**config.mk**
```make
export PLATFORM = sky130hd
export DESIGN_NAME = imem_loader
export DESIGN_NICKNAME = d
export VERILOG_FILES = /design/src/rtl/imem_loader.sv
export SDC_FILE = /design/constraint.sdc
export NUM_CORES = 1
export LEC_CHECK = 0
export CELL_PAD_IN_SITES_DETAIL_PLACEMENT = 1
export CELL_PAD_IN_SITES_GLOBAL_PLACEMENT = 1
export CORE_MARGIN = 5
export CORE_UTILIZATION = 35
export DETAILED_ROUTE_END_ITERATION = 8
export PLACE_DENSITY_LB_ADDON = 0.1
export SLEW_MARGIN = 20
export SYNTH_ARGS = -nofsm -noshare
export SYNTH_HDL_FRONTEND = slang
export SYNTH_SLANG_ARGS = --single-unit
export TNS_END_PERCENT = 5
```
**constraint.sdc**
```tcl
create_clock -name clk -period 2.8 [get_ports clk]
set_input_delay 0.28 -clock clk [delete_from_list [all_inputs] [get_ports clk]]
set_output_delay 0.28 -clock clk [all_outputs]
set_load 0.1 [all_outputs]
```
**src/rtl/imem_loader.sv**
```systemverilog
// imem_loader
//   Write side of the instruction memory. Receives a byte-serial program
//   image (LEN_HI, LEN_LO, 4*N data bytes, CHK) and packs the data bytes
//   big-endian into 32-bit words. Each word is written to instruction
//   memory with a single-cycle strobe. The CPU core is held in reset until
//   a whole frame has loaded and its XOR checksum matches.
//
// Ports
//   clk        system clock, rising edge
//   rst_n      asynchronous active-low reset
//   start      re-arm pulse, honoured only after a frame has finished (done or error)
//   in_valid   byte link: in_data is valid
//   in_data    byte link: data byte
//   in_ready   byte link: a byte is accepted this cycle (combinational, state only)
//   mem_we     instruction memory write strobe, one cycle per word
//   mem_addr   byte address of the write (holds when mem_we=0)
//   mem_wdata  instruction word to write (holds when mem_we=0)
//   cpu_hold   1 = core held in reset
//   done       frame loaded and checksum OK (sticky)
//   error      frame rejected (sticky)
module imem_loader #(
  parameter int          ADDR_WIDTH = 8,
  parameter logic [31:0] BASE_ADDR  = 32'h0
) (
  input  logic        clk,
  input  logic        rst_n,
  input  logic        start,
  input  logic        in_valid,
  input  logic [7:0]  in_data,
  output logic        in_ready,
  output logic        mem_we,
  output logic [31:0] mem_addr,
  output logic [31:0] mem_wdata,
  output logic        cpu_hold,
  output logic        done,
  output logic        error
);

  typedef enum logic [2:0] {
    S_LEN_HI,
    S_LEN_LO,
    S_DATA,
    S_CHK,
    S_DONE,
    S_ERR
  } state_t;

  localparam int          WIDX_W    = ADDR_WIDTH + 1;
  localparam logic [16:0] MAX_WORDS = 17'(1) << ADDR_WIDTH;

  state_t              state_q, state_d;
  logic [7:0]          len_hi_q, len_hi_d;
  logic [15:0]         len_q, len_d;
  logic [1:0]          byte_idx_q, byte_idx_d;
  logic [WIDX_W-1:0]   word_idx_q, word_idx_d;
  logic [7:0]          xor_q, xor_d;
  logic [23:0]         part_q, part_d;
  logic                mem_we_q, mem_we_d;
  logic [31:0]         mem_addr_q, mem_addr_d;
  logic [31:0]         mem_wdata_q, mem_wdata_d;
  logic                done_q, done_d;
  logic                error_q, error_d;
  logic                hold_q, hold_d;
  logic                accept;
  logic [15:0]         len_now;

  assign in_ready = (state_q == S_LEN_HI) || (state_q == S_LEN_LO) ||
                    (state_q == S_DATA)   || (state_q == S_CHK);
  assign accept   = in_valid && in_ready;

  always_comb begin
    state_d     = state_q;
    len_hi_d    = len_hi_q;
    len_d       = len_q;
    byte_idx_d  = byte_idx_q;
    word_idx_d  = word_idx_q;
    xor_d       = xor_q;
    part_d      = part_q;
    mem_we_d    = 1'b0;
    mem_addr_d  = mem_addr_q;
    mem_wdata_d = mem_wdata_q;
    done_d      = done_q;
    error_d     = error_q;
    hold_d      = hold_q;
    len_now     = {len_hi_q, in_data};

    case (state_q)
      S_LEN_HI: begin
        if (accept) begin
          len_hi_d = in_data;
          xor_d    = xor_q ^ in_data;
          state_d  = S_LEN_LO;
        end
      end
      S_LEN_LO: begin
        if (accept) begin
          len_d      = len_now;
          xor_d      = xor_q ^ in_data;
          word_idx_d = '0;
          byte_idx_d = '0;
          if (len_now == 16'd0) begin
            state_d = S_CHK;
          end else if ({1'b0, len_now} > MAX_WORDS) begin
            state_d = S_ERR;
            error_d = 1'b1;
          end else begin
            state_d = S_DATA;
          end
        end
      end
      S_DATA: begin
        if (accept) begin
          xor_d = xor_q ^ in_data;
          if (byte_idx_q == 2'd3) begin
            // The completed word and its address are registered together, so the
            // strobe appears the cycle after the 4th byte with both already stable.
            mem_wdata_d = {part_q, in_data};
            mem_addr_d  = BASE_ADDR + (32'(word_idx_q) << 2);
            mem_we_d    = 1'b1;
            word_idx_d  = word_idx_q + 1'b1;
            byte_idx_d  = '0;
            part_d      = '0;
            if (17'(word_idx_q) + 17'd1 == {1'b0, len_q}) begin
              state_d = S_CHK;
            end
          end else begin
            part_d     = {part_q[15:0], in_data};
            byte_idx_d = byte_idx_q + 1'b1;
          end
        end
      end
      S_CHK: begin
        if (accept) begin
          if (in_data == xor_q) begin
            state_d = S_DONE;
            done_d  = 1'b1;
            hold_d  = 1'b0;
          end else begin
            state_d = S_ERR;
            error_d = 1'b1;
          end
        end
      end
      S_DONE, S_ERR: begin
        if (start) begin
          state_d    = S_LEN_HI;
          done_d     = 1'b0;
          error_d    = 1'b0;
          hold_d     = 1'b1;
          xor_d      = '0;
          byte_idx_d = '0;
          word_idx_d = '0;
          part_d     = '0;
        end
      end
      default: begin
        state_d = S_LEN_HI;
      end
    endcase
  end

  always_ff @(posedge clk or negedge rst_n) begin
    if (!rst_n) begin
      state_q     <= S_LEN_HI;
      len_hi_q    <= '0;
      len_q       <= '0;
      byte_idx_q  <= '0;
      word_idx_q  <= '0;
      xor_q       <= '0;
      part_q      <= '0;
      mem_we_q    <= 1'b0;
      mem_addr_q  <= '0;
      mem_wdata_q <= '0;
      done_q      <= 1'b0;
      error_q     <= 1'b0;
      hold_q      <= 1'b1;
    end else begin
      state_q     <= state_d;
      len_hi_q    <= len_hi_d;
      len_q       <= len_d;
      byte_idx_q  <= byte_idx_d;
      word_idx_q  <= word_idx_d;
      xor_q       <= xor_d;
      part_q      <= part_d;
      mem_we_q    <= mem_we_d;
      mem_addr_q  <= mem_addr_d;
      mem_wdata_q <= mem_wdata_d;
      done_q      <= done_d;
      error_q     <= error_d;
      hold_q      <= hold_d;
    end
  end

  assign mem_we    = mem_we_q;
  assign mem_addr  = mem_addr_q;
  assign mem_wdata = mem_wdata_q;
  assign done      = done_q;
  assign error     = error_q;
  assign cpu_hold  = hold_q;

endmodule

```
==> impl_metrics.yaml, run 1 <==
power:
  p_leak_nw: 3.16
  ir_drop_mv: 0.544
  finalPower_w: 0.00616
  cellPowerDensity_nw_per_um2: 944
synthesis:
  syn-cell-area_um2: 5280
  synth_top_area_cell: "dfrtp_1"
  avgSynthCellArea_um2: 9.19
  synth.distinct_cells: 50
  synth_warnings: 0
  ys.flop_type: "dfrtp_1"
  async_reset_ff_frac: 1.00
  synthTopCellsByArea: "dfrtp_1 (54%), nand2_1 (15%), buf_4 (3.4%)"
  netlist.area_leader.share: 0.541
  ys_seq_area_frac: 0.546
  synthCells: 574
  synth_edf_count: 0
  ys_seq_elements: 115
floorplan:
  io_pins: 81
  row_count: 44
  dieArea_um2: 17600
  core_um2: 14600
  die_w_um: 133
  die_h_um: 133
  initial_core_util: 0.360
global_routing:
  grt_pass1_wl_mm: 23.2
  grt_pass1_vias: 4430
  grt_overflow_total: 0
  grt_use_total: 0.165
  grt_use_met2: 0.261
  antenna_found_initial: 0
  met1_usage: 0.221
  met3_usage: 0.0387
  busiest_layer: "met2"
  grt_max_degree: 54
routing:
  drt_iter0_markers: 186
  via_count: 4075
  drt-total-wl_mm: 13.7
  firstDrtPassIters: 4
  wl_per_cell_um: 16.6
  drc: 0
  detail-route-antenna-nets: 0
  viasPerCell: 4.93
timing:
  skew_ns: 0.00858
  fin_tns_setup_ns: 0
  finalMaxSlewViolations: 0
  period_needed_ns: 2.33
  fmax_mhz: 430
  rsz0062_at_grt: "false"
  hold_viol_final: 0
  relSlewSlack: 0.470
  tightest_slew_ns: 0.789
  fin_crit_sh: 0.831
  setup_viol: 0
clock_tree:
  clockBufferDepth: 2
  worstSkewPairLatency_ns: 0.42
  clk_pin_slew_ns: 0.06
  cts_setup_buffers: 0
  numCtsBuffers: 17
  post_cts_resized: 0
  cts_sinks: 115
  cts_root_buffer: "clkbuf_16"
  cts_tree: "yes"
  htree_levels: 4
layout:
  multiInputGateArea_um2: 2150
  nFillCells: 1701
  area_delta_synth_final_pct: 23.5
  final_nets: 643
  ff_latch_area_um2: 2880
  antenna_cells: 0
  post_route_cells_drive_above_1_share: 0.185
  fin_cells: 826
worst_setup_path:
  worstSetupPathType: "flip-flop to flip-flop"
  critPathLaunchType: "flip-flop"
  worst_path_largest_cell_delay_ns: 0.48
  critPathCaptureType: "flip-flop"
  arrival_ns: 2.68
  crit_buf_inv: 0
  worstPathRequired_ns: 3.15
  critPathMaxFanout: 8
  crit_path_top_delay_cell: "nor3_1"
  critPathTopFamily: "simple AND/OR/NAND/NOR gates"
  path_cells: "ha_1 -> nand3_2 -> nor3_1 -> xnor2_1 -> nand4b_1 -> nor4_2 -> o22a_1"
flow_run:
  cap_violations: 0
placement:
  hpwl_mm: 9.56
  io_buffers: 57
  gp_congestion: 0.824
  dpl.cell_count: 793
run_status:
  status: "finished, final reports clean"
min_path:
  holdCritPathClass: "primary input to asynchronous set/reset pin"
## area by class of cell
| type | instances | area share |
|---|---|---|
| sequential | 115 | 0.442 |
| tap | 184 | 0.0353 |
| inverter | 5 | 0.00288 |
| multi-input combinational | 418 | 0.330 |
| timing repair buffer | 72 | 0.0910 |
| clock inverter | 12 | 0.0271 |
| clock buffer | 20 | 0.0716 |
## report_power, final
| group | switching (W) | internal (W) |
|---|---|---|
| combinational | 0.000864 | 0.000520 |
| sequential | 0.000349 | 0.00207 |
| clock | 0.000791 | 0.00156 |
## cell usage after synthesis (3+ instances only)
cell / n
nor3_1: 4
nand2b_1: 4
o21ai_1: 31
a31oi_1: 4
clkbuf_1: 21
nor2_1: 20
nand3_1: 4
mux2_1: 8
and3_1: 4
nor4_1: 8
mux2_2: 14
buf_2: 12
xor2_1: 3
inv_1: 4
buf_4: 24
dfrtp_1: 114
nand2_1: 205
xnor2_1: 16
o21ai_0: 29
o31ai_1: 3
a21oi_1: 8
## cell families (layout without fill, tap and decap cells)
| kind of cell | after synthesis | count (layout) | share of synthesized area |
|---|---|---|---|
| xor gates and xnor gates | 19 | 19 | 0.0315 |
| other | 1 | 23 | 0.000711 |
| buffers and inverters | 63 | 109 | 0.0647 |
| AOI/OAI and AO/OA | 87 | 87 | 0.0927 |
| DFF | 115 | 115 | 0.546 |
| adders and majority gates | 2 | 2 | 0.00474 |
| muxes | 23 | 23 | 0.0498 |
| and+or+nand+nor | 264 | 264 | 0.210 |
## worst paths after layout
kind	startpoint	end	slack, ns	cells after the start
max	word_idx_q[0]	state_q[0]	0.47	7
min in group clk	part_q[21]	mem_wdata[29]	0.47	2
min	rst_n	mem_wdata[20]	0.44	2
min reg2reg	part_q[21]	mem_wdata[29]	0.47	2
max reg2reg	word_idx_q[0]	state_q[0]	0.47	7
max in group asynchronous	rst_n	cpu_hold	1.61	3
## cell usage in the layout (no fill, tap or decap), types with 3 or more instances in the layout
master and instances:
nand2_1 204, dfrtp_1 114, buf_4 59, o21ai_1 31, o21ai_0 29, conb_1 23
nor2_1 20, clkbuf_16 17, xnor2_1 16, mux2_2 14, clkdlybuf4s50_1 10, mux2_1 8
nor4_1 8, a21oi_1 7, inv_1 4, nand3_1 4, nor3_1 4, nand2b_1 4
a31oi_1 4, and3_1 4, bufinv_16 4, xor2_1 3, o31ai_1 3, clkinv_2 3
clkbuf_8 3
## worst reg2reg max path, delay by kind of cell (launching register included)
family | cells | cell delay, ns
simple gates | 4 | 1.09
flops | 1 | 0.46
fa+ha+maj | 1 | 0.36
xor+xnor | 1 | 0.17
compound gates | 1 | 0.18
## through the flow
step	utilization	cell area (um2)	hold WS (ns)	setup WS [ns]
4_1_cts	0.445	6520	0.444	0.447
2_1_floorplan	-	5360	-0.0156	0.955
3_5_place_dp	0.400	5860	0.351	0.449
5_1_grt	0.445	6520	0.494	0.280
6_report	0.445	6520	0.437	0.475
3_3_place_gp	0.400	5860	0.344	0.473
## layer usage
| layer | share of wire | vias up |
|---|---|---|
| met5 | 0 | - |
| met4 | 0.016 | 0 |
| met3 | 0.031 | 16 |
| met2 | 0.47 | 71 |
| met1 | 0.49 | 2025 |
| li1 | - | 1963 |
## what timing repair did
| action | 4_1_cts | 5_1_grt |
|---|---|---|
| setup endpoints to repair | 0 | 0 |
| hold buffers | 1 | 0 |
| endpoints found under the hold margin | 45 | 0 |
## flip-flops by register name, indices dropped and copies added (netlist names)
signal	count
byte_idx_q	2
cpu_hold	1
done	1
error	1
len_hi_q	8
len_q	16
mem_addr	9
mem_wdata	32
mem_we	1
part_q	24
state_q	3
word_idx_q	9
xor_q	8
(Power assumes the default switching activity.)
==> run 2: changes to the inputs <==
==> constraint.sdc (replaced) <==
create_clock -name clk -period 2 [get_ports clk]
set_input_delay 0.2 -clock clk [delete_from_list [all_inputs] [get_ports clk]]
set_output_delay 0.2 -clock clk [all_outputs]
set_load 0.1 [all_outputs]
==> run 2 against run 1 <==
Against the previous run:
- clock skew fell by 0.0035 ns
- first-iteration DRC count rose by 4.8%
- via count rose by 1.3%
- combinational power rose by 63%
- routed wire length rose by 2.6%
- sequential power rose by 40%
- register-to-register slack got worse by 0.41 ns
- non-clock buffer count rose by 32
- global-route usage rose by 0.38 points
==> impl_metrics.yaml, run 2 (synthesized netlist as in run 1, its figures left out) <==
floorplan:
  io_pins: 81
  dieArea_um2: 17600
  die_h_um: 133
  die_w_um: 133
  core_um2: 14600
  initial_core_util: 0.360
  row_count: 44
power:
  p_sw_w: 0.00290
  pwr-share-comb: 0.266
  pwr-share-seq: 0.399
  p_sw_frac: 0.342
  ir_drop_mv: 0.655
  cellPowerDensity_nw_per_um2: 1240
  clkPwrFrac: 0.334
  p_int_w: 0.00556
  p_leak_nw: 3.30
global_routing:
  grt_overflow_total: 0
  grt_max_degree: 49
  antenna_found_initial: 0
  grt_use_total: 0.169
  grt_pass1_wl_mm: 23.8
  grt_pass1_vias: 4503
routing:
  maxUsedRoutingLayer: "met4"
  wl_met1_mm: 6.78
  wl_per_cell_um: 16.4
  wl_met2_mm: 6.72
  drt_iter0_markers: 195
  wl_met3_um: 414
  drt-total-wl_mm: 14.1
  viasPerCell: 4.81
  drc: 0
  firstDrtPassIters: 4
  via_count: 4127
  detail-route-antenna-nets: 0
timing:
  fin_crit_sh: 0.969
  fin_ws_ns: 0.0615
  relSlewSlack: 0.459
  skew_ns: 0.00505
  fmax_mhz: 516
  finalMaxSlewViolations: 0
  tightest_slew_ns: 0.806
  fin_tns_setup_ns: 0
  period_needed_ns: 1.94
  hold_viol_final: 0
  setup_viol: 0
  rsz0062_at_grt: "true"
min_path:
  holdCritPathClass: "primary input to asynchronous set/reset pin"
clock_tree:
  numCtsBuffers: 17
  cts_root_buffer: "clkbuf_16"
  clockBufferDepth: 2
  cts_setup_buffers: 0
  clk_pin_slew_ns: 0.06
  cts_sinks: 115
  htree_levels: 4
  cts_tree: "yes"
  worstSkewPairLatency_ns: 0.41
layout:
  multiInputGateArea_um2: 2240
  post_route_cells_drive_above_1_share: 0.239
  antenna_cells: 0
  finalInstanceArea_um2: 6820
  area_delta_synth_final_pct: 29.2
  final_nets: 675
  final_cell_mix: "nand2_1 (204), dfrtp_1 (113), buf_4 (86), o21ai_1 (34), o21ai_0 (26)"
  final_common_cell: "nand2_1"
  ff_latch_area_um2: 2880
  nFillCells: 1668
  utilization: 0.466
  largest_register_ff_count: 32
worst_setup_path:
  ff2ff_setup_slack_ns: 0.06
  reg2reg_depth: 8
  critPathMaxFanout: 2
  arrival_ns: 2.30
  worstSetupPathType: "flip-flop to flip-flop"
  worstPathRequired_ns: 2.36
  critPathCaptureType: "flip-flop"
  r2r_end: "state_q[0]"
  reg2reg_from: "word_idx_q[1]"
  critPathLaunchType: "flip-flop"
placement:
  gp_congestion: 0.784
  hpwl_mm: 10.0
  io_buffers: 57
  preCtsSetupSlack_ns: -0.137
  placed_area_um2: 6140
run_status:
  status: "finished, final reports clean"
flow_run:
  cap_violations: 0
-- run 2: critical path, stage by stage, from the launching register on --
cell	delay, ns
dfrtp_1	0.39
ha_2	0.20
buf_6	0.13
xnor2_4	0.12
xnor2_2	0.15
nor4_2	0.17
nand4b_1	0.19
nor4_4	0.34
o22a_1	0.18
-- run 2: stage by stage --
step                      hold slack [ns]  total power [W]  std cells
after floorplan                   -0.0956          0.00483        596
after global placement              0.168          0.00547        825
after detailed placement            0.176          0.00558        825
after CTS                           0.279          0.00849        858
after global routing                0.321          0.00897        858
final                               0.277          0.00846        858
-- run 2: power groups by stage --
stage	clock, W	combinational (W)	sequential (W)
6_report	0.00283	0.00225	0.00338
5_1_grt	0.00301	0.00250	0.00347
4_1_cts	0.00290	0.00222	0.00337
3_5_place_dp	0	0.00218	0.00340
3_3_place_gp	0	0.00210	0.00337
2_1_floorplan	0	0.00152	0.00331
-- run 2: layout make-up --
cell class / instances / area share
clock buffers: 19 / 0.0649
clock inverters: 13 / 0.0163
inverters: 5 / 0.00275
multi-input cells: 418 / 0.329
flip-flops and latches: 115 / 0.422
well taps: 184 / 0.0338
repair buffers: 104 / 0.131
-- run 2: routing by layer --
metal	GRT usage	vias up
li1	-	2018
met1	0.228	2026
met2	0.266	70
met3	0.0410	13
met4	0.0577	0
met5	0	-
-- run 2: worst max path at each step --
| stage | from | end | slack [ns] | cells after the start |
|---|---|---|---|---|
| final | word_idx_q[1] | state_q[0] | 0.06 | 8 |
| after global routing | word_idx_q[1] | state_q[0] | -0.07 | 7 |
| after CTS | word_idx_q[1] | state_q[0] | -0.09 | 8 |
| after detailed placement | in_valid | part_q[15] | -0.14 | 5 |
| after global placement | word_idx_q[0] | state_q[0] | -0.11 | 9 |
| after floorplan | word_idx_q[0] | state_q[0] | 0.15 | 7 |
-- run 2: timing repair --
action / 4_1_cts / 5_1_grt
hold endpoints to repair: 29 / 0
pin swaps: 2 / 9
gates resized for setup: 6 / 13
endpoints found under the setup margin: 17 / 5
hold buffers: 1 / 0
